## config.mk

```make
export PLATFORM = sky130hd
export DESIGN_NAME = scan_decoder
export DESIGN_NICKNAME = d
export VERILOG_FILES = /design/src/rtl/scan_decoder_pkg.sv /design/src/rtl/scan_decoder_decoder_n.sv /design/src/rtl/scan_decoder.sv
export SDC_FILE = /design/constraint.sdc
export NUM_CORES = 1
export LEC_CHECK = 0
export ABC_AREA = 1
export CAP_MARGIN = 20
export CORE_AREA = 2 2 39 41
export DETAILED_ROUTE_END_ITERATION = 7
export DIE_AREA = 0 0 41 43
export PLACE_DENSITY = 0.63
export SKIP_CTS_REPAIR_TIMING = 1
export SLEW_MARGIN = 20
export SYNTH_ARGS = -nofsm -noshare
export SYNTH_HDL_FRONTEND = slang
export SYNTH_HIERARCHICAL = 1
export SYNTH_SLANG_ARGS = --single-unit
```

## constraint.sdc

```tcl
create_clock -name clk -period 1.3 [get_ports clk]
set_input_delay 0.13 -clock clk [delete_from_list [all_inputs] [get_ports clk]]
set_output_delay 0.13 -clock clk [all_outputs]
set_load 0.05 [all_outputs]
```

## src/rtl/scan_decoder_pkg.sv

```systemverilog
// scan_decoder_pkg: shared mode encodings for the scan decoder and its benches
package scan_decoder_pkg;
  typedef enum logic {MODE_DIRECT = 1'b0, MODE_SCAN = 1'b1} mode_e;
endpackage

```

## src/rtl/scan_decoder_decoder_n.sv

```systemverilog
// decoder_n: combinational N-to-2^N one-hot decode with enable
module decoder_n #(
  parameter int N = 2
) (
  input  logic            en,
  input  logic [N-1:0]    sel,
  output logic [(1<<N)-1:0] y
);
  localparam int M = 1 << N;
  assign y = en ? M'(1) << sel : '0;
endmodule

```

## src/rtl/scan_decoder.sv

```systemverilog
// scan_decoder: registered one-hot decoder with direct select or prescaled scanning index
module scan_decoder
  import scan_decoder_pkg::*;
#(
  parameter int N          = 2,
  parameter int PRESCALE   = 4,
  parameter bit ACTIVE_LOW = 0
) (
  input  logic              clk,
  input  logic              rst,
  input  logic              E,
  input  logic              mode,
  input  logic [N-1:0]      A,
  output logic [(1<<N)-1:0] D,
  output logic [N-1:0]      idx,
  output logic              wrap
);
  localparam int M  = 1 << N;
  localparam int PW = PRESCALE > 1 ? $clog2(PRESCALE) : 1;
  localparam logic [PW-1:0] PMAX = PW'(PRESCALE - 1);
  logic [PW-1:0] pre, pre_n;
  logic [N-1:0]  idx_n, sel;
  logic [M-1:0]  y, d_q;
  logic          mode_q, clr, step;
  // a mode change restarts the scan from index 0 with an empty prescaler
  always_comb begin
    clr   = mode != MODE_SCAN || mode != mode_q;
    step  = !clr && E && pre == PMAX;
    pre_n = clr || step ? '0 : E ? pre + 1'b1 : pre;
    idx_n = clr ? '0 : step ? idx + 1'b1 : idx;
    sel   = mode == MODE_SCAN ? idx_n : A;
  end
  decoder_n #(.N(N)) u_dec (.en(E), .sel(sel), .y(y));
  always_ff @(posedge clk) begin
    if (rst) begin
      pre    <= '0;
      idx    <= '0;
      d_q    <= '0;
      wrap   <= 1'b0;
      mode_q <= mode;
    end else begin
      pre    <= pre_n;
      idx    <= idx_n;
      d_q    <= y;
      wrap   <= step && &idx;
      mode_q <= mode;
    end
  end
  assign D = ACTIVE_LOW ? ~d_q : d_q;
endmodule

```

# Yosys cells after proc, flatten, opt, wreduce, memory -nomap -nowiden
# Index checks and enable logic that the tools add are counted.
[totals]
in_bits = 6
regBits = 10
elab_cells = 24
[op_classes]
n_eq_ne = 2
bitwise = 2
n_addsub = 2
n_mux = 3
n_shift = 1
n_reduce_logical = 9
[ops]
columns = ["operator", "count"]
rows = [
  ["2-to-1 mux 2 bit", 3],
  ["adder 2 x 1 -> 2 bit, second input constant", 2],
  ["OR reduction 2 bit", 2],
  ["<< shifter 1 x 2 -> 4 bit, first input constant", 1],
  ["logical AND 1 bit", 3],
  ["== test 2 bit, second input constant", 1],
  ["logical OR 1 bit", 2],
  ["NOT 1 bit", 2],
  ["AND reduction 2 bit", 1],
  ["zero test 1 bit", 1],
  ["!= test 1 bit", 1],
]

# Longest topological paths before layout
# Gate-level depths: netlist of run 1.
[depth]
word_depth = 9
ltp_mapped = 10
depth_no_buf = 10

# By module
# Netlist of run 1, hierarchy kept.
[modules_own_cells]
columns = ["mod", "cells_each", "area_each_um2", "seq_area_each_um2", "instances"]
rows = [
  ["scan_decoder", 50, 385.4, 200.2, 1],
  ["decoder_n", 8, 30.0, 0.0, 1],
]

# Least setup slack after synthesis of run 1
# No wires, ideal clock.
[synth_path]
kind = "register to register"
start = "register idx[0]"
end = "register d_q[2], in the netlist D[2]"
arrival_ns = 1.386
slack_ns = -0.210
path_stages_with_launch = 10
n_path_buf = 0
path_cell_list = "dfxtp_1 -> ha_1 -> inv_1 -> nand3_1 -> nand3_1 -> nand2_1 -> inv_1 -> nor2_1 -> inv_1 -> nor2_1"
[synth_between]
elab_chain_cells = 5
[synth_rtl]
columns = ["item", "line", "rtl"]
rows = [
  ["start: declaration", "scan_decoder.sv:15", "output logic [N-1:0] idx,"],
  ["start signal: assignment", "scan_decoder.sv:43", "idx <= idx_n;"],
  ["adder 2 x 1 -> 2 bit", "scan_decoder.sv:30", "idx_n = clr ? '0 : step ? idx + 1'b1 : idx;"],
  ["2-to-1 mux 2 bit (2 in a row)", "scan_decoder.sv:30", ""],
  ["2-to-1 mux 2 bit", "scan_decoder.sv:31", "sel = mode == MODE_SCAN ? idx_n : A;"],
  ["net sel[1]", "scan_decoder.sv:22", "logic [N-1:0] idx_n, sel;"],
  ["<< shifter 1 x 2 -> 4 bit", "scan_decoder_decoder_n.sv:10", "assign y = en ? M'(1) << sel : '0;"],
  ["end signal: assignment", "scan_decoder.sv:44", "d_q <= y;"],
  ["end: declaration", "scan_decoder.sv:23", "logic [M-1:0] y, d_q;"],
]
# The timed path passes the listed nets, and every way through them passes these cells.
# A chain may end at the register's enable or synchronous reset.

# Worst setup path after layout of run 1
[layout_path]
start = "register pre[0]"
end = "register d_q[2], in the netlist D[2]"
[layout_between]
elab_chain_cells = 6
[layout_rtl]
columns = ["item", "line", "rtl"]
rows = [
  ["start: declaration", "scan_decoder.sv:21", "logic [PW-1:0] pre, pre_n;"],
  ["start signal: assignment", "scan_decoder.sv:42", "pre <= pre_n;"],
  ["== test 2 bit", "scan_decoder.sv:28", "step = !clr && E && pre == PMAX;"],
  ["logical AND 1 bit", "scan_decoder.sv:28", ""],
  ["2-to-1 mux 2 bit (2 in a row)", "scan_decoder.sv:30", ""],
  ["2-to-1 mux 2 bit", "scan_decoder.sv:31", ""],
  ["net sel[0]", "scan_decoder.sv:22", ""],
  ["<< shifter 1 x 2 -> 4 bit", "scan_decoder_decoder_n.sv:10", ""],
]
# The timed path passes the listed nets, and every way through them passes these cells.

==> results of run 1 <==
-- per-layer routing --
| layer | share of wire (%) | GRT usage, % |
|---|---|---|
| met1 | 40 | 16.0 |
| met2 | 52 | 16.3 |
| met3 | 3.2 | 3.14 |
| met4 | 4.7 | 14.0 |
| met5 | 0 | 0 |
-- report_power, final --
group / internal [mW] / switching, mW
sequential: 0.308 / 0.00419
clock: 0.170 / 0.116
combinational: 0.0425 / 0.0421
-- final timing paths --
check                             from      to  slack [ns]  cells after the start
worst max register to register  pre[0]    D[2]        0.07                      9
worst max-delay path            pre[0]    D[2]        0.07                      9
worst min register to register  pre[0]  pre[0]        0.56                      2
worst min-delay path              mode  mode_q        0.46                      2
-- area by class of cell --
class	instances	area, um2
sequential	10	210
tap	16	20.0
timing repair buffer	24	280
inverter	12	45.0
clock buffer	4	36.3
fill	127	573
multi-input combinational	35	219
-- layout by cell type (no fill, tap or decap), drive strengths merged --
cell	instances
a21oi	1
inv	12
nor2	15
nand3b	1
ha	2
clkbuf	4
xnor2	1
dfxtp	10
buf	19
clkdlybuf4s50	5
nand3	4
nand2	11
-- registers in the layout, summed over array words and instances, names as in the netlist --
| signal | cells |
|---|---|
| D | 4 |
| idx | 2 |
| pre | 2 |
| mode_q | 1 |
| wrap | 1 |
-- through the flow --
step	instance area (um2)	std cells	setup slack, ns
floorplan	423	58	0.0691
global placement	682	92	-0.0771
detailed placement	682	92	-0.0700
CTS	718	96	0.0231
global route	811	101	-0.0374
finish	811	101	0.0653
-- cells by family (layout without fill, tap and decap cells) --
family	count (synthesis)	in the layout
fa+ha+maj	2	2
simple gates	31	31
compound gates	1	1
xor+xnor	1	1
flops	10	10
buf+inv	13	40
==> metrics.csv, run 1 <==
stage;metric;value;unit
final_layout;insertedDiodeCount;0;
timing;finalSetupViolCount;0;
synthesis;synth_compound_area_share;1.20;%
synthesis;yosysTopAreaCell;dfxtp_1;
detailed_routing;wl;1.03;mm
final_layout;fin_nets;94;
die;die_y;43;um
timing;maxSlewHeadroom;83.9;%
final_layout;synthToLayoutAreaGrowth;95.2;%
placement;hpwl;651;um
placement;portBuffers;12;
cts;cts_made_buffers;3;
critical_path;startpoint_type;flip-flop;
synthesis;synth-simple-area-share;30.7;%
synthesis;synth_xor_area_share;2.11;%
critical_path;critPathCaptureType;flip-flop;
critical_path;crit_chain;ha_4 > nand3_1 > nand3_2 > nand2_1 > inv_1 > nand2_2 > nor2_2 > inv_1 > nor2_1;
placement;gp_congestion;0.764;
critical_path;arrival;1.44;ns
timing;finalHoldViolCount;0;
critical_path;crit_type;reg2reg;
power_and_ir_drop;powerDensity;843;nW/um2
worst_hold_path;min_path_type;in2reg;
timing;finalMaxSlewViolations;0;
critical_path;cp_num_buf_inv;2;
final_layout;final_util;58.6;%
cts;insertion_delay;0.27;ns
synthesis;syn_area;415;um2
final_layout;drive_gt1_share;43.5;%
critical_path;worst_path_dominant_cell_family;simple AND/OR/NAND/NOR gates;
die;io_pins;13;
detailed_routing;vias_per_cell;4.22;
synthesis;ys_ff_latch;10;
synthesis;synth_ff_type;dfxtp_1;
synthesis;synth-warning-count;6;
detailed_routing;drtPass1Iterations;4;
power_and_ir_drop;p_leak;0.365;nW
timing;finalCritPeriodShare;95.0;%
timing;min_period;1.23;ns
flow_run;maxCapViolCount;0;
detailed_routing;vias;426;
detailed_routing;drtIter0Drc;6;
synthesis;synth_top_family_by_area;simple AND/OR/NAND/NOR gates;
cts;clk_pin_slew_worst_paths;0.07;ns
power_and_ir_drop;power.total;0.684;mW
die;fp.coreArea;1380;um2
timing;finalClockSkew;0.00125;ns
critical_path;required;1.51;ns
die;row_count;14;
global_route;grt_max_degree;7;
global_route;antenna_found_initial;0;
synthesis;yosysUniqueCellTypes;11;
global_route;grt_pass1_wl;1.41;mm
detailed_routing;wl_per_cell;10.1;um
critical_path;crit_path_frequent_cell;inv_1;
cts;clockRootBuffer;clkbuf_4;
die;initial_utilization;30.0;%
synthesis;async_flop_share;0;%
synthesis;avgSynthCellArea;7.16;um2
synthesis;synthCells;58;
timing;tightestPinTransition;0.241;ns
synthesis;synth_edf_count;0;
synthesis;synth_mux_area_share;0;%
synthesis;synth_area_leaders;dfxtp_1 48%, nor2_1 14%, inv_1 11%, nand2_1 9.0%, ha_1 6.0%;
synthesis;yosysSeqAreaShare;48.2;%
timing;max_freq;810;MHz
synthesis;synthAdderAreaFrac;6.02;%
power_and_ir_drop;vdd_ir_drop_max;0.510;mV
detailed_routing;drc;0;
die;die_x;41;um
synthesis;yosysMostFrequentCell;nor2_1;
timing;hold_ws;0.456;ns
global_route;grt_util_all_layers;12.9;%
global_route;overflow;0;
critical_path;max_stage_delay;0.36;ns
die;dieArea;1760;um2
timing;setup-tns-final;0;ns
cts;cts_buffer_depth;2;
synthesis;syn_nets;66;
cts;cts_tree;done;
critical_path;crit_slowest_cell;dfxtp_2;
synthesis;synthTopCellsByCount;15 x nor2_1, 12 x inv_1, 10 x dfxtp_1, 10 x nand2_1, 4 x nand3_1;
detailed_routing;antenna_left;0;
cts;htree_levels;1;
global_route;grt_pass1_vias;355;
outcome;outcome;finished clean;
cts;cts.sink_count;10;
synthesis;synth_top_area_share;48.2;%
critical_path;critPathMaxFanout;3;
No activity file was read; power rests on OpenSTA's default activity.
==> run 2, diff against run 1 <==
- RECOVER_POWER: unset -> 50
==> run 2 against run 1 <==
Global-route usage unchanged. Critical endpoint unchanged. Cell count unchanged. Power down 1.2%. Largest power group unchanged. Utilization down 2.7 points. Largest cell class unchanged. Critical path depth unchanged. Combinational power down 9.1%. Sequential power about the same.
==> metrics.csv, run 2 (synthesis gave the netlist of run 1 again) <==
stage;metric;value;unit;change
timing;min_period;1.25;ns;was 1.23 ns
worst_hold_path;min-delay-start;rst;;was mode
global_route;grt_pass1_vias;355;;unchanged
timing;finalMaxSlewViolations;0;;unchanged
cts;cts_tree;done;;unchanged
cts;insertion_delay;0.27;ns;about the same
timing;finalClockSkew;0.000649;ns;was 0.00125 ns
die;io_pins;13;;unchanged
final_layout;insertedDiodeCount;0;;unchanged
placement;place_ws;-0.0700;ns;unchanged
power_and_ir_drop;power.total;0.675;mW;was 0.684 mW
detailed_routing;drc;0;;unchanged
power_and_ir_drop;p_comb_share;11.4;%;was 12.4%
timing;max_freq;803;MHz;was 810 MHz
final_layout;final_common_cell;nor2_1;;unchanged
cts;cts_made_buffers;3;;unchanged
global_route;grt_pass1_wl;1.41;mm;unchanged
timing;setup-tns-final;0;ns;unchanged
detailed_routing;wl_per_cell;10.4;um;was 10.1 um
final_layout;final_cell_area;773;um2;was 811 um2
die;die_x;41;um;unchanged
critical_path;startpoint_type;flip-flop;;unchanged
final_layout;final_cell_mix;14 x nor2_1, 11 x inv_1, 11 x buf_4, 8 x nand2_1, 6 x dfxtp_1;;was 14 x nor2_1, 12 x buf_4, 11 x inv_1, 8 x nand2_1, 7 x buf_12
power_and_ir_drop;switchingPower;0.162;mW;was 0.163 mW
timing;finalCritPeriodShare;95.9;%;was 95.0%
placement;gp_congestion;0.764;;unchanged
final_layout;drive_gt1_share;37.6;%;was 43.5%
global_route;overflow;0;;unchanged
detailed_routing;drtIter0Drc;5;;was 6
critical_path;critPathCaptureType;flip-flop;;unchanged
outcome;outcome;finished clean;;unchanged
final_layout;fin_nets;94;;unchanged
final_layout;synthToLayoutAreaGrowth;86.1;%;was 95.2%
timing;setup_ws;0.0539;ns;was 0.0653 ns
final_layout;largest_reg_flops;4;;unchanged
critical_path;critPathMaxFanout;3;;unchanged
power_and_ir_drop;power.share.clock;42.6;%;was 41.9%
detailed_routing;wl_met1;415;um;was 406 um
cts;clk_pin_slew_worst_paths;0.07;ns;about the same
detailed_routing;drtPass1Iterations;4;;unchanged
cts;cts.sink_count;10;;unchanged
detailed_routing;top_layer_used;met4;;unchanged
power_and_ir_drop;powerDensity;873;nW/um2;was 843 nW/um2
die;fp.coreArea;1380;um2;unchanged
worst_hold_path;hold_path_end;D[3];;was mode_q
critical_path;worstReg2RegEnd;D[2];;unchanged
placement;place_area;682;um2;unchanged
critical_path;r2r-start;pre[0];;unchanged
timing;hold_ws;0.526;ns;was 0.456 ns
critical_path;required;1.51;ns;about the same
detailed_routing;vias_per_cell;4.34;;was 4.22
power_and_ir_drop;power.internal;0.513;mW;was 0.521 mW
detailed_routing;vias;438;;was 426
die;die_y;43;um;unchanged
placement;portBuffers;12;;unchanged
timing;finalHoldViolCount;0;;unchanged
power_and_ir_drop;p_sw_share;24.0;%;was 23.8%
power_and_ir_drop;vdd_ir_drop_max;0.509;mV;was 0.510 mV
power_and_ir_drop;p_leak;0.430;nW;was 0.365 nW
critical_path;crit_type;reg2reg;;unchanged
detailed_routing;wl;1.05;mm;was 1.03 mm
power_and_ir_drop;seqPwrFrac;46.0;%;was 45.7%
cts;clockRootBuffer;clkbuf_4;;unchanged
critical_path;r2r_slack;0.05;ns;was 0.07 ns
detailed_routing;antenna_left;0;;unchanged
die;row_count;14;;unchanged
timing;maxSlewHeadroom;66.3;%;was 83.9%
worst_hold_path;hold_path_depth;2;;unchanged
worst_hold_path;min_path_type;in2reg;;unchanged
global_route;grt_max_degree;7;;unchanged
detailed_routing;wl_met2;542;um;was 537 um
cts;htree_levels;1;;unchanged
global_route;antenna_found_initial;0;;unchanged
placement;hpwl;651;um;unchanged
detailed_routing;wl_met3;49;um;was 33 um
global_route;grt_util_all_layers;12.9;%;unchanged
timing;tightestPinTransition;0.505;ns;was 0.241 ns
critical_path;r2r_cells;9;;unchanged
cts;cts_buffer_depth;2;;unchanged
flow_run;maxCapViolCount;0;;unchanged
die;initial_utilization;30.0;%;unchanged
critical_path;arrival;1.45;ns;was 1.44 ns
die;dieArea;1760;um2;unchanged
timing;finalSetupViolCount;0;;unchanged
[run 2: cell count changes in the layout (fill, tap and decap cells not counted)]
| cell | change |
|---|---|
| clkbuf_4 | +1 |
| buf_4 | -1 |
| clkdlybuf4s50_1 | -1 |
| dlymetal6s2s_1 | +5 |
| buf_12 | -5 |
| dlygate4sd3_1 | +1 |
[run 2: area by class of cell]
| cell class | instances | area, um2 |
|---|---|---|
| Clock buffer | 4 | 36.3 |
| Fill cell | 137 | 611 |
| Inverter | 12 | 45.0 |
| Multi-Input combinational cell | 35 | 219 |
| Sequential cell | 10 | 210 |
| Tap cell | 16 | 20.0 |
| Timing Repair Buffer | 24 | 243 |
[run 2: worst max-delay path by stage]
stage	to	slack, ns	startpoint	cells after the start
after floorplan	D[2]	0.07	idx[0]	9
after global placement	D[2]	-0.08	E	9
after CTS	D[2]	0.02	idx[0]	9
after detailed placement	D[2]	-0.07	E	9
final	D[2]	0.05	pre[0]	9
after global routing	D[2]	-0.04	idx[1]	9
[run 2: per-layer routing]
layer | up-vias | track usage [%]
met3 | 4 | 3.14
met2 | 17 | 16.3
met5 | - | 0
met4 | 0 | 14.0
li1 | 225 | -
met1 | 192 | 16.0
[run 2: metrics by stage]
step                utilization, %  std cells
finish                        55.9        101
global route                  55.9        101
CTS                           51.9         96
detailed placement            49.3         92
global placement              49.3         92
floorplan                        -         58
[run 2: worst max-delay path, cell delays in order (launching register included)]
cell and delay [ns]:
dfxtp_2 0.36, ha_4 0.16, nand3_1 0.11, nand3_2 0.11, nand2_1 0.07, inv_1 0.07, nand2_2 0.06, nor2_2 0.10
inv_1 0.04, nor2_1 0.10
[run 2: power groups by stage]
stage | Clock (mW) | Combinational [mW] | Sequential (mW)
2_1_floorplan | 0 | 0.0221 | 0.329
3_3_place_gp | 0 | 0.0773 | 0.319
3_5_place_dp | 0 | 0.0785 | 0.319
4_1_cts | 0.291 | 0.0790 | 0.312
5_1_grt | 0.301 | 0.0834 | 0.311
6_report | 0.288 | 0.0769 | 0.310
==> variant (flow settings as in run 1) <==
`N` is set to 2 in 2 places; all go to 1. Comments in the files are not updated.
--- a/src/rtl/scan_decoder_decoder_n.sv
+++ b/src/rtl/scan_decoder_decoder_n.sv
@@ -2,3 +2,3 @@
 module decoder_n #(
-  parameter int N = 2
+  parameter int N = 1
 ) (
--- a/src/rtl/scan_decoder.sv
+++ b/src/rtl/scan_decoder.sv
@@ -4,3 +4,3 @@
 #(
-  parameter int N          = 2,
+  parameter int N          = 1,
   parameter int PRESCALE   = 4,
Ports: changed (resized A, D and idx); port bits go from 13 to 9. No check against the original RTL was run, so the function may have changed too.
==> variant against run 1 <==
  * The run now ends with negative setup slack left
  * Design area decreased by 34%
  * Clock power decreased by 31%
  * Worst setup slack got worse by 0.066 ns
  * Total power decreased by 28%
  * Sequential cell count decreased by 3
  * Global-route usage decreased by 3.8 points
  * Wire length decreased by 40%
  * Synthesized area decreased by 30%
  * Critical path type unchanged
  * Largest power group unchanged
  * Highest routed layer is now met3
==> variant: results (changes against run 1) <==
[logic_synthesis]
synth-seq-cells=7  ; was 10
synth.distinct_cells=9  ; was 11
synth_nets=47  ; was 66
yosys-top-cells-area=dfxtp_1 48%, inv_1 14%, nor2_1 10%  ; was dfxtp_1 48%, nor2_1 14%, inv_1 11%
synthTopCellsByCount=11 x inv_1, 8 x nor2_1, 7 x dfxtp_1, 7 x nand2_1  ; was 15 x nor2_1, 12 x inv_1, 10 x dfxtp_1, 10 x nand2_1, 4 x nand3_1
seq_area_frac_synth_pct=47.9  ; was 48.2%

[detailed_routing]
wl_met2_um=326  ; was 537 um
drt-wirelength-per-cell_um=8.49  ; was 10.1 um
drt-initial-drc-count=2  ; was 6
met1_length_um=234  ; was 406 um
wl_met3_um=59  ; was 33 um
routed-via-count=275  ; was 426
routed.top_layer=met3  ; was met4
drt-pass1-iter-count=2  ; was 4

[timing]
setup_violations=1  ; was 0
fin_tns_setup_ns=-0.000266  ; was 0 ns
fin_skew_ns=0.00173  ; was 0.00125 ns
fin_ws_ns=-0.000266  ; was 0.0653 ns
slew_violations=0  ; unchanged
slew_headroom_pct=87.0  ; was 83.9%

[place]
gp_congestion=0.651  ; was 0.764
port_buffers=8  ; was 12
pre_cts_slack_ns=-0.191  ; was -0.0700 ns
dp_hpwl_um=404  ; was 651 um

[cts]
cts_buffers=3  ; unchanged
clk_pin_slew_ns=0.05  ; was 0.07 ns
clock_latency_ns=0.25  ; was 0.27 ns
cts-root-buf=clkbuf_4  ; unchanged

[global_routing]
grt_use_total_pct=9.16  ; was 12.9%
grt_pass1_vias=246  ; was 355
grt_max_degree=7  ; unchanged
grt_pass1_wl_um=986  ; was 1410 um

[status]
outcome=finished with violations  ; was completed
violations=negative setup slack

[setup_path]
cpMaxStageDelayCell=dfxtp_2  ; unchanged
arrival_ns=1.44  ; about the same
worstPathMaxFanout=2  ; was 3
critPathTopFamily=adder cells  ; was simple AND/OR/NAND/NOR gates

[cells_and_area]
drive_gt1_share_pct=40.4  ; was 43.5%
final_nets=65  ; was 94
diodes=0  ; unchanged

[power_and_ir_drop]
vdd_drop_max_uv=425  ; was 510 uV
p_leak_nw=0.253  ; was 0.365 nW

[worst_hold_path]
hold_path.class=input pin to flop  ; unchanged

variant: cell count changes in the layout (fill, tap and decap cells not counted), sizes merged, moves of 3 or more:
cell	delta
buf	-10
dfxtp	-3
nand2	-3
nand3	-4
nor2	-5
variant: final timing paths:
check                             from      to  slack, ns  depth (start not counted)
worst max register to register  pre[0]    D[1]    -0.0003                         10
worst min-delay path              mode  mode_q       0.53                          2
worst max-delay path            pre[0]    D[1]    -0.0003                         10
worst min register to register  mode_q     idx       0.58                          3
variant: cell families (layout without fill, tap and decap cells):
kind of cell / count (synthesis) / count (layout) / share of synthesized area, %
fa+ha+maj: 2 / 2 / 8.55
buf+inv: 11 / 28 / 14.1
simple gates: 19 / 19 / 27.4
compound gates: 1 / 1 / 2.14
flops: 7 / 7 / 47.9
variant: layer usage:
| metal | global-route usage, % | vias up |
|---|---|---|
| li1 | - | 148 |
| met1 | 9.74 | 118 |
| met2 | 11.6 | 9 |
| met3 | 7.85 | 0 |
| met4 | 6.00 | 0 |
| met5 | 0 | - |
variant: area by class of cell:
cell class              instances  area, um^2
fillers                       146         847
repair buffers                 13         158
clock buffers                   4        26.3
multi-input cells              22         148
well taps                      16        20.0
flip-flops and latches          7         144
inverters                      11        41.3
variant: worst register-to-register path: cells and delay by family, from the launching register on:
family	cells	cell delay [ns]
AO/OA/AOI/OAI	1	0.07
AND/OR/NAND/NOR	4	0.23
adder cells (fa/ha/maj)	2	0.38
buffers and inverters	3	0.15
flip-flops	1	0.35
variant: report_power, final:
group          internal [W]  total [W]  switching, W
Clock              0.000117   0.000198     0.0000810
Combinational     0.0000357  0.0000681     0.0000324
Sequential         0.000220   0.000224    0.00000357
variant: stage by stage:
step	area (um^2)	hold slack, ns	total power (W)	instances
after floorplan	300	0.158	0.000251	40
after global placement	470	0.537	0.000290	68
after detailed placement	470	0.543	0.000291	68
after CTS	497	0.523	0.000496	72
after global routing	537	0.551	0.000515	73
final	537	0.533	0.000490	73
